### src/rtl/keypad_entry_pkg.sv
// Shared types and constants for the keypad entry block and its consumers.
package keypad_pkg;

  localparam int CODE_W = 5;
  localparam logic [CODE_W-1:0] BLANK = 5'd31;
  localparam logic [4*CODE_W-1:0] BUF_BLANK = 20'hFFFFF;

  typedef enum logic [1:0] {
    ST_SCAN     = 2'd0,
    ST_DEBOUNCE = 2'd1,
    ST_HELD     = 2'd2,
    ST_RELEASE  = 2'd3
  } state_e;

  // Position of the single set bit; callers only rely on it for one-hot input.
  function automatic logic [1:0] onehot_index(input logic [3:0] v);
    logic [1:0] idx;
    idx = 2'd0;
    case (v)
      4'b0001: idx = 2'd0;
      4'b0010: idx = 2'd1;
      4'b0100: idx = 2'd2;
      4'b1000: idx = 2'd3;
      default: idx = 2'd0;
    endcase
    return idx;
  endfunction

endpackage

### src/rtl/keypad_entry_if.sv
// Keypad pins plus the digit-buffer outputs that feed the 7-segment driver.
interface keypad_entry_if;
  import keypad_pkg::*;

  logic [3:0]          row;
  logic                clr;
  logic [3:0]          col;
  logic [4*CODE_W-1:0] num;
  logic [CODE_W-1:0]   key_code;
  logic                key_valid;

  modport master (
    input  row,
    input  clr,
    output col,
    output num,
    output key_code,
    output key_valid
  );

  modport slave (
    output row,
    output clr,
    input  col,
    input  num,
    input  key_code,
    input  key_valid
  );

endinterface

### src/rtl/keypad_entry_scan_tick.sv
// Free-running divider producing a one-clk tick every DIV cycles.
module scan_tick #(
  parameter int DIV = 25000
) (
  input  logic clk,
  input  logic rst_n,
  output logic o_tick
);

  localparam int CNT_W = (DIV > 1) ? $clog2(DIV) : 1;
  localparam logic [CNT_W-1:0] LAST = CNT_W'(DIV - 1);

  logic [CNT_W-1:0] r_cnt;
  logic             w_last;

  assign w_last = (r_cnt == LAST);

  always_ff @(posedge clk) begin
    if (!rst_n) begin
      r_cnt <= '0;
    end else if (w_last) begin
      r_cnt <= '0;
    end else begin
      r_cnt <= r_cnt + 1'b1;
    end
  end

  assign o_tick = w_last;

endmodule

### src/rtl/keypad_entry.sv
// Scans a 4x4 hex keypad, debounces one key at a time and shifts each
// accepted code into a four-digit buffer in the display driver's encoding.
module keypad_entry
  import keypad_pkg::*;
#(
  parameter int SCAN_DIV = 25000,
  parameter int DEBOUNCE = 4
) (
  input logic           clk,
  input logic           rst_n,
  keypad_entry_if.master bus
);

  // Wide enough to hold DEBOUNCE+1, which RELEASE can reach when DEBOUNCE=1.
  localparam int DEB_W = $clog2(DEBOUNCE + 2);
  localparam logic [DEB_W-1:0] DEB_TARGET = DEB_W'(DEBOUNCE);
  localparam logic [DEB_W-1:0] DEB_ONE    = DEB_W'(1);

  logic                w_tick;
  logic [3:0]          r_sync1;
  logic [3:0]          r_sync2;

  state_e              r_state;
  state_e              w_state_nxt;
  logic [3:0]          r_col;
  logic [3:0]          w_col_nxt;
  logic [DEB_W-1:0]    r_deb_cnt;
  logic [DEB_W-1:0]    w_deb_nxt;
  logic [3:0]          r_pattern;
  logic [3:0]          w_pattern_nxt;
  logic [3:0]          r_code;
  logic [3:0]          w_code_nxt;

  logic                w_accept;
  logic [3:0]          w_accept_code;

  logic [4*CODE_W-1:0] r_num;
  logic [CODE_W-1:0]   r_key_code;
  logic                r_key_valid;

  logic [3:0]          w_low;
  logic                w_all_high;
  logic                w_one_low;
  logic [3:0]          w_scan_code;
  logic [3:0]          w_col_rot;
  logic [DEB_W-1:0]    w_deb_inc;

  scan_tick #(
    .DIV (SCAN_DIV)
  ) u_scan_tick (
    .clk    (clk),
    .rst_n  (rst_n),
    .o_tick (w_tick)
  );

  // Rows come straight off the keypad pins and are asynchronous to clk.
  always_ff @(posedge clk) begin
    if (!rst_n) begin
      r_sync1 <= 4'b1111;
      r_sync2 <= 4'b1111;
    end else begin
      r_sync1 <= bus.row;
      r_sync2 <= r_sync1;
    end
  end

  assign w_low       = ~r_sync2;
  assign w_all_high  = &r_sync2;
  assign w_one_low   = (w_low != 4'd0) && ((w_low & (w_low - 4'd1)) == 4'd0);
  assign w_scan_code = {onehot_index(w_low), onehot_index(~r_col)};
  assign w_col_rot   = {r_col[2:0], r_col[3]};
  assign w_deb_inc   = r_deb_cnt + 1'b1;

  always_comb begin
    w_state_nxt   = r_state;
    w_col_nxt     = r_col;
    w_deb_nxt     = r_deb_cnt;
    w_pattern_nxt = r_pattern;
    w_code_nxt    = r_code;
    w_accept      = 1'b0;
    w_accept_code = r_code;

    if (w_tick) begin
      case (r_state)
        ST_SCAN: begin
          // Multi-row presses are treated like bounce and simply skipped.
          if (w_one_low) begin
            w_pattern_nxt = r_sync2;
            w_code_nxt    = w_scan_code;
            w_deb_nxt     = DEB_ONE;
            if (DEBOUNCE <= 1) begin
              w_accept      = 1'b1;
              w_accept_code = w_scan_code;
              w_state_nxt   = ST_HELD;
            end else begin
              w_state_nxt   = ST_DEBOUNCE;
            end
          end else begin
            w_col_nxt = w_col_rot;
          end
        end

        ST_DEBOUNCE: begin
          if (r_sync2 == r_pattern) begin
            w_deb_nxt = w_deb_inc;
            if (w_deb_inc >= DEB_TARGET) begin
              w_accept    = 1'b1;
              w_state_nxt = ST_HELD;
            end
          end else begin
            w_col_nxt   = w_col_rot;
            w_state_nxt = ST_SCAN;
          end
        end

        ST_HELD: begin
          if (w_all_high) begin
            w_deb_nxt   = DEB_ONE;
            w_state_nxt = ST_RELEASE;
          end
        end

        ST_RELEASE: begin
          if (w_all_high) begin
            w_deb_nxt = w_deb_inc;
            if (w_deb_inc >= DEB_TARGET) begin
              w_col_nxt   = w_col_rot;
              w_state_nxt = ST_SCAN;
            end
          end else begin
            w_state_nxt = ST_HELD;
          end
        end

        default: begin
          w_state_nxt = ST_SCAN;
        end
      endcase
    end
  end

  always_ff @(posedge clk) begin
    if (!rst_n) begin
      r_state   <= ST_SCAN;
      r_col     <= 4'b1110;
      r_deb_cnt <= '0;
      r_pattern <= 4'b1111;
      r_code    <= 4'd0;
    end else begin
      r_state   <= w_state_nxt;
      r_col     <= w_col_nxt;
      r_deb_cnt <= w_deb_nxt;
      r_pattern <= w_pattern_nxt;
      r_code    <= w_code_nxt;
    end
  end

  // A clear on the accepting edge still lets key_valid/key_code report the key.
  always_ff @(posedge clk) begin
    if (!rst_n) begin
      r_num       <= BUF_BLANK;
      r_key_code  <= '0;
      r_key_valid <= 1'b0;
    end else begin
      r_key_valid <= w_accept;
      if (w_accept) begin
        r_key_code <= {1'b0, w_accept_code};
      end
      if (bus.clr) begin
        r_num <= BUF_BLANK;
      end else if (w_accept) begin
        r_num <= {r_num[3*CODE_W-1:0], 1'b0, w_accept_code};
      end
    end
  end

  assign bus.col       = r_col;
  assign bus.num       = r_num;
  assign bus.key_code  = r_key_code;
  assign bus.key_valid = r_key_valid;

endmodule

### src/flat_wrapper.sv
// flat-port wrapper written by rule: the top's interface ports become plain ports
module keypad_entry_flat import keypad_pkg::*;
#(
  parameter int SCAN_DIV = 25000,
  parameter int DEBOUNCE = 4
)
  (clk, rst_n, bus_row, bus_clr, bus_col, bus_num, bus_key_code, bus_key_valid);
  keypad_entry_if bus_i ();
  input logic clk;
  input logic rst_n;
  input wire logic [$bits(bus_i.row)-1:0] bus_row;
  input wire logic [$bits(bus_i.clr)-1:0] bus_clr;
  output wire logic [$bits(bus_i.col)-1:0] bus_col;
  output wire logic [$bits(bus_i.num)-1:0] bus_num;
  output wire logic [$bits(bus_i.key_code)-1:0] bus_key_code;
  output wire logic [$bits(bus_i.key_valid)-1:0] bus_key_valid;
  assign bus_i.row = bus_row;
  assign bus_i.clr = bus_clr;
  assign bus_col = bus_i.col;
  assign bus_num = bus_i.num;
  assign bus_key_code = bus_i.key_code;
  assign bus_key_valid = bus_i.key_valid;
  keypad_entry #(.SCAN_DIV(SCAN_DIV), .DEBOUNCE(DEBOUNCE)) u_core (.clk(clk), .rst_n(rst_n), .bus(bus_i));
endmodule
### config.mk
export PLATFORM = sky130hd
export DESIGN_NAME = keypad_entry_flat
export DESIGN_NICKNAME = d
export VERILOG_FILES = /design/src/rtl/keypad_entry_pkg.sv /design/src/rtl/keypad_entry_if.sv /design/src/rtl/keypad_entry_scan_tick.sv /design/src/rtl/keypad_entry.sv /design/src/flat_wrapper.sv
export SDC_FILE = /design/constraint.sdc
export NUM_CORES = 1
export LEC_CHECK = 0
export BUFFER_PORTS_ARGS = -buffer_cell sky130_fd_sc_hd__buf_2
export CORE_MARGIN = 10
export CORE_UTILIZATION = 42
export DETAILED_ROUTE_END_ITERATION = 12
export GPL_TIMING_DRIVEN = 0
export PLACE_DENSITY = 0.61
export SETUP_SLACK_MARGIN = 0.5
export SYNTH_ARGS = -nofsm -noshare
export SYNTH_HDL_FRONTEND = slang
export SYNTH_HIERARCHICAL = 1
export SYNTH_SLANG_ARGS = --single-unit
### constraint.sdc
create_clock -name clk -period 3.65 [get_ports clk]
set_input_delay 1.095 -clock clk [delete_from_list [all_inputs] [get_ports clk]]
set_output_delay 1.095 -clock clk [all_outputs]
set_load 0.02 [all_outputs]
==> results of run 1 <==
[cells in the final DEF, fill, tap and decap left out, types with 4 or more instances in the layout]
master    instances
dfxtp_1          65
nand2_1          47
buf_2            36
nor2_1           24
mux2i_1          22
nand3_1          15
xnor2_1          12
o21ai_0          10
a21oi_1          10
clkbuf_8          9
nand4_1           9
xor2_1            9
nand2b_1          8
clkbuf_1          7
inv_1             7
buf_4             7
nor3_1            4
[power by group through the flow]
stage,registers (mW),logic (mW),clock network [mW]
final,0.721,0.0520,0.616
after global routing,0.722,0.0591,0.659
after CTS,0.720,0.0528,0.637
after detailed placement,0.737,0.0525,0
after global placement,0.737,0.0518,0
after floorplan,0.736,0.0395,0
[synthesized netlist by cell type, types with 2 or more instances]
cell      instances  area share
inv_1             7      0.0094
and3_1            3      0.0067
buf_6             3       0.012
nand4b_1          2      0.0063
xnor2_1          12       0.038
ha_1              3       0.013
nor4_2            3       0.013
clkbuf_1          7      0.0094
nor2_1           24       0.032
mux2i_1          22       0.079
nand2b_1          8       0.018
nand3_1          15       0.027
o211a_1           2      0.0072
buf_4             7       0.019
nand2_1          47       0.063
xnor2_2           2       0.012
nor3_1            4      0.0072
o21ai_0          10       0.018
xor2_1            9       0.028
a21oi_1          10       0.018
dfxtp_1          65        0.47
and4_1            2      0.0063
nand4_2           3       0.013
nand4_1           9       0.020
nor2b_1           3      0.0067
[flip-flops by register name, summed over array words and instances (netlist names)]
register,count
u_core/r_code,4
u_core/r_deb_cnt,3
u_core/bus.num,20
u_core/r_sync2,4
u_core/u_scan_tick/r_cnt,15
u_core/r_pattern,4
u_core/bus.key_valid,1
u_core/r_sync1,4
u_core/bus.key_code,4
u_core/bus.col,4
u_core/r_state,2
[routing by layer]
layer  vias to the layer above  routed length [um]
met4                         0                  93
met2                        36                2500
met1                       975                2730
met5                         -                   0
met3                         9                 319
li1                       1113                   -
[layout make-up]
class | count | area, um2
buffer | 18 | 118
clock buffer | 9 | 124
clock inverter | 7 | 78.8
fill | 598 | 3150
inverter | 7 | 26.3
multi-input combinational | 210 | 1350
sequential | 65 | 1300
tap | 77 | 96.3
timing repair buffer | 35 | 175
[worst max-delay path by stage]
stage | start | end | slack [ps] | cells past startpoint
5_1_grt | u_core/u_scan_tick/r_cnt[0] | u_core/bus.num[6] | 1040 | 9
4_1_cts | u_core/u_scan_tick/r_cnt[0] | u_core/bus.num[6] | 1280 | 9
3_5_place_dp | u_core/u_scan_tick/r_cnt[0] | u_core/bus.num[6] | 1280 | 9
6_report | u_core/u_scan_tick/r_cnt[0] | u_core/bus.num[6] | 1300 | 9
3_3_place_gp | rst_n | u_core/r_deb_cnt[2] | 1290 | 5
2_1_floorplan | u_core/u_scan_tick/r_cnt[0] | u_core/bus.num[18] | 1710 | 9
[stage by stage]
stage / utilization / std cells / setup slack [ps] / total power, mW / cell area (um2)
3_3_place_gp: 0.478 / 412 / 1290 / 0.789 / 3070
6_report: 0.509 / 428 / 1300 / 1.39 / 3270
2_1_floorplan: - / 300 / 1710 / 0.775 / 2800
3_5_place_dp: 0.478 / 412 / 1280 / 0.790 / 3070
4_1_cts: 0.509 / 428 / 1280 / 1.41 / 3270
5_1_grt: 0.509 / 428 / 1040 / 1.44 / 3270
[worst max-delay path, stage by stage, from the launching register on]
cell	delay [ps]
dfxtp_1	420
ha_1	220
and4b_1	220
nand4_2	150
inv_1	160
nand2_1	230
nor4_2	270
buf_4	280
mux2i_1	200
nand2_1	70
[logic make-up (layout without fill, tap and decap cells)]
family / after synthesis / after routing / synth area share
multiplexers: 22 / 22 / 0.0787
AO/OA/AOI/OAI: 31 / 31 / 0.0684
AND/OR/NAND/NOR: 130 / 130 / 0.244
XOR/XNOR: 23 / 23 / 0.0774
buffers and inverters: 25 / 76 / 0.0514
other: 1 / 1 / 0.00134
flip-flops: 65 / 65 / 0.465
adder cells (fa/ha/maj): 3 / 3 / 0.0134
==> key figures, run 1 <==
Layout
  • Fin nets: 356
  • Area Growth Syn to Fin: 16.9%
  • Ant diodes: 0
  • Fraction of layout cells with a size suffix above 1: 0.211

Clock tree
  • Clk pin slew, worst setup/hold paths: 80 ps
  • CTS Root Cell: clkbuf_8
  • CTS Hold Buffers Added: 0
  • TritonCTS clock tree: yes
  • Postcts setup bufs: 0
  • Resized Gates After CTS: 0
  • Cts bufs inserted: 9
  • Worst-Skew Late Latency: 340 ps
  • Clock Path Buffers: 2
  • Depth of the CTS H-tree: 3
  • Total clock sinks: 65

STA
  • Max-slew violations: 0
  • Fmax: 0.425 GHz
  • Clock Skew: 9.68 ps
  • Final count of negative-setup-slack endpoints: 0
  • Final Cycle Share: 0.645
  • Min Hold Slack: 411 ps
  • Final Hold Viols: 0
  • Fin crit period: 2350 ps
  • Setup Total Neg Slack: 0 ps
  • RSZ-0062 raised after global routing: no

Synthesis
  • Distinct cells, synth: 43
  • Yosys reg bits: 65
  • Syn_area_per_cell: 9.33 um2
  • Synthesized cell area: 2800 um2
  • Post-synth EDFFs: 0
  • Ys flop type: dfxtp_1
  • Syn Nets: 310
  • Post-synthesis sequential area ratio: 0.465
  • Asr flop ratio synth: 0
  • Yosys warnings: 6
  • Cells after Synth: 300

Power and ir drop
  • Part of the power in combinational logic: 0.037
  • Clock Power Share: 0.444
  • VDD IR max: 0.000191 V
  • Lkg Pwr: 1.27 nW
  • PD cells: 424 nW/um2
  • P_sw: 0.331 mW
  • Power Internal: 1.06 mW
  • Net Sw Frac: 0.238
  • Flop pwr share: 0.519

Floorplanning
  • Die W: 102 um
  • Die Footprint: 10300 um2
  • Die Y: 102 um
  • Core area: 6420 um2
  • Initial core utilization: 0.436
  • FP Rows: 29
  • Io pins: 37

Setup path
  • Startpoint types: flop
  • R2R setup slack: 1300 ps
  • Register-to-Register Path Depth: 9
  • R2r startpoint: u_core/u_scan_tick/r_cnt[0]
  • CP Capture Type: flop
  • Critical Path RT: 3870 ps
  • Data arrival time of the critical path: 2570 ps
  • CP max FO: 10
  • Worst Setup Path Type: reg -> reg
  • R2r endpoint: u_core/bus.num[6]

GRT
  • GR Util met2: 0.173
  • Met1 GRT Util: 0.139
  • Vias in the first global route: 2005
  • Tot GR Track Use: 0.112
  • Global-route wire length before repair: 9370 um
  • GRT overflow: 0
  • Antenna violations before repair: 0
  • GR Layer Usage met3: 0.0327
  • Largest net degree at the start of global routing: 14
  • GRT busiest layer: met2

Detailed routing
  • Antenna viol nets, final: 0
  • Iteration-0 DRC count of the detailed router: 69
  • Residual DRC: 0
  • DR vias/cell: 4.98
  • Routed vias: 2133
  • Wirelength per Cell: 13.2 um
  • WL final: 5640 um
  • TritonRoute pass-1 iters: 4

Run
  • Max-cap violations: 0

Place
  • Final GP Congestion: 0.812
  • HPWL reported at the end of detailed placement: 4080 um
  • Input/output buffers: 35

Min path
  • Hold Crit Start: u_core/r_sync1[1]
  • Hold EP: u_core/r_sync2[1]
  • Worst Hold Depth: 1
  • Hold Crit Class: reg -> reg

Run status
  • Status: complete, no violations
(Power assumes the default switching activity.)
==> run 2, diff against run 1 <==
- ABC_AREA: default -> 1
- clock period: 3.65 -> 2.4 ns (I/O delays scaled with it)
==> key figures, run 2 <==
Synthesis
  • Asr flop ratio synth: 0 (unchanged)
  • Syn Nets: 433 (+40%)
  • Largest area contributor in the netlist: dfxtp_1
  • Post-synth EDFFs: 0 (unchanged)
  • Synthesized cell area: 3050 um2 (+9.0%)
  • Ys flop type: dfxtp_1
  • Most frequent cell after synthesis: nand2_1
  • Yosys reg bits: 65 (unchanged)
  • Top cells by count, synth: nand2_1, dfxtp_1, nor2_1, inv_1, nand3_1
  • Yosys warnings: 6 (unchanged)
  • Cells after Synth: 423 (+41%)
  • Distinct cells, synth: 32 (-26%)
  • Post-synthesis sequential area ratio: 0.427 (-0.0384)
  • Synth top area share: 0.427 (-0.0384)
  • Syn_area_per_cell: 7.21 um2 (-23%)
  • Dominant cells by area after synthesis: dfxtp_1, nand2_1, nor2_1

Floorplanning
  • FP Rows: 31 (+6.9%)
  • Initial core utilization: 0.427 (-0.00837)
  • Die W: 105 um (+3.5%)
  • Die Footprint: 11100 um2 (+7.2%)
  • Core area: 7140 um2 (+11%)
  • Die Y: 105 um (+3.5%)
  • Io pins: 37 (unchanged)

STA
  • Fmax: 0.568 GHz (+34%)
  • Final Cycle Share: 0.733 (+0.0885)
  • Final count of negative-setup-slack endpoints: 0 (unchanged)
  • Clock Skew: 9.14 ps (-0.546 ps)
  • Max-slew violations: 0 (unchanged)
  • Setup Total Neg Slack: 0 ps (unchanged)
  • Final Hold Viols: 0 (unchanged)
  • RSZ-0062 raised after global routing: no
  • Fin crit period: 1760 ps (-593 ps)

Detailed routing
  • Antenna viol nets, final: 0 (unchanged)
  • Wirelength per Cell: 11.9 um (-9.6%)
  • DR vias/cell: 4.79 (-3.8%)
  • WL final: 6890 um (+22%)
  • Iteration-0 DRC count of the detailed router: 126 (+83%)
  • Routed vias: 2770 (+30%)
  • TritonRoute pass-1 iters: 4 (unchanged)
  • Residual DRC: 0 (unchanged)

Place
  • Input/output buffers: 35 (unchanged)
  • Placed cells: 557 (+35%)
  • Final GP Congestion: 0.862 (+6.2%)
  • HPWL reported at the end of detailed placement: 5000 um (+23%)

Layout
  • Most frequent cells in the layout: nand2_1, nor2_1, dfxtp_1
  • Max reg flops: 20 (unchanged)
  • Ant diodes: 0 (unchanged)
  • Commonest non-fill, non-tap cell in the layout: nand2_1
  • Final instance count without filler cells: 578 (+35%)
  • Fraction of layout cells with a size suffix above 1: 0.228 (+0.0167)
  • Fin nets: 484 (+36%)
  • Area Growth Syn to Fin: 19.9%
  • Fillcell total: 739 (+24%)

GRT
  • Antenna violations before repair: 0 (unchanged)
  • Vias in the first global route: 2537 (+27%)
  • GRT busiest layer: met2
  • Global-route wire length before repair: 11600 um (+24%)
  • Largest net degree at the start of global routing: 13 (-1)
  • Tot GR Track Use: 0.124 (+0.0119)
  • Met1 GRT Util: 0.146 (+0.00762)
  • GR Util met2: 0.208 (+0.0345)
  • GR Layer Usage met3: 0.0313 (-0.00135)
  • GRT overflow: 0 (unchanged)

Clock tree
  • Cts bufs inserted: 9 (unchanged)
  • TritonCTS clock tree: yes
  • Total clock sinks: 65 (unchanged)
  • Depth of the CTS H-tree: 3 (unchanged)
  • CTS Root Cell: clkbuf_8
  • Worst-Skew Late Latency: 340 ps (about the same)
  • Clk pin slew, worst setup/hold paths: 80 ps (about the same)
  • Clock Path Buffers: 2 (unchanged)

Setup path
  • Largest delay share family, worst path: simple AND/OR/NAND/NOR gates
  • Worst Setup Path Type: reg -> reg
  • Startpoint types: flop
  • Critical path's slowest cell: dfxtp_4
  • Worst path max stage delay: 380 ps (-40 ps)
  • WP buf/inv: 5 (+3)
  • CP max FO: 10 (unchanged)
  • Cell Chain, Critical Path: ha_4 -> nand2_1 -> inv_1 -> nand2_1 -> nor2_1 -> nand2_2 -> inv_2 -> inv_1 -> nor2_4 -> buf_6 -> buf_8 -> nand4_1 -> nand3_1
  • Data arrival time of the critical path: 2030 ps (-540 ps)
  • CP Capture Type: flop
  • Critical Path RT: 2670 ps (-1200 ps)

Run status
  • Status: complete, no violations

Power and ir drop
  • Lkg Pwr: 1.70 nW (+34%)
  • PD cells: 619 nW/um2 (+46%)
  • VDD IR max: 0.000295 V (+54%)
  • Final Power: 2.26 mW (+63%)

Min path
  • Hold Crit Class: reg -> reg

Run
  • Max-cap violations: 0 (unchanged)
-- run 2: worst register-to-register path: cells and delay by family, from the launching register on --
kind / cells / cell delay, ps
fa+ha+maj: 1 / 150
buf+inv: 5 / 520
flops: 1 / 380
simple gates: 7 / 650
-- run 2: logic make-up (layout without fill, tap and decap cells) --
family,Yosys count,in the layout,synth area share
simple gates,267,267,0.404
compound gates,22,22,0.0406
flops,65,65,0.427
buf+inv,60,116,0.101
xor+xnor,5,5,0.0144
fa+ha+maj,3,3,0.0123
other cells,1,1,0.00123
-- run 2: worst paths after layout --
check / startpoint / end / slack [ps] / depth (start not counted)
setup / recovery: u_core/u_scan_tick/r_cnt[0] / u_core/bus.num[9] / 640 / 13
hold / removal: u_core/r_sync1[2] / u_core/r_sync2[2] / 410 / 1
setup reg to reg: u_core/u_scan_tick/r_cnt[0] / u_core/bus.num[9] / 640 / 13
hold reg to reg: u_core/r_sync1[2] / u_core/r_sync2[2] / 410 / 1
-- run 2: metrics by stage --
stage,hold slack (ps),worst slack (ps),util,area [um2]
global route,428,505,0.512,3650
global placement,397,372,0.469,3350
finish,406,640,0.512,3650
CTS,413,488,0.503,3590
floorplan,393,666,-,3050
detailed placement,402,338,0.469,3350
-- run 2: cell type report --
| cell class | count | area [um2] | area share |
|---|---|---|---|
| multi-input cells | 298 | 1470 | 0.402 |
| repair buffers | 40 | 210 | 0.0575 |
| clock inverters | 6 | 90.1 | 0.0246 |
| clock buffers | 10 | 138 | 0.0377 |
| plain buffers | 18 | 153 | 0.0418 |
| inverters | 42 | 163 | 0.0445 |
| flip-flops and latches | 65 | 1310 | 0.358 |
| well taps | 99 | 124 | 0.0339 |
-- run 2: metal layers --
metal,vias up,share of wire
li1,1446,-
met1,1272,0.47
met2,39,0.47
met3,13,0.038
met4,0,0.017
met5,-,0
-- run 2: report_power, final --
part           internal [mW]  switching [mW]  total (mW)
clock network          0.617           0.440        1.06
logic                 0.0399          0.0681       0.108
registers               1.09         0.00977        1.10
total                   1.74           0.518        2.26
-- run 2: timing repair --
item,4_1_cts,5_1_grt
buffers inserted,0,4
gates resized for setup,7,7
setup endpoints to repair,32,31
gates cloned,0,1
hold buffers,0,0
pin swaps,0,4
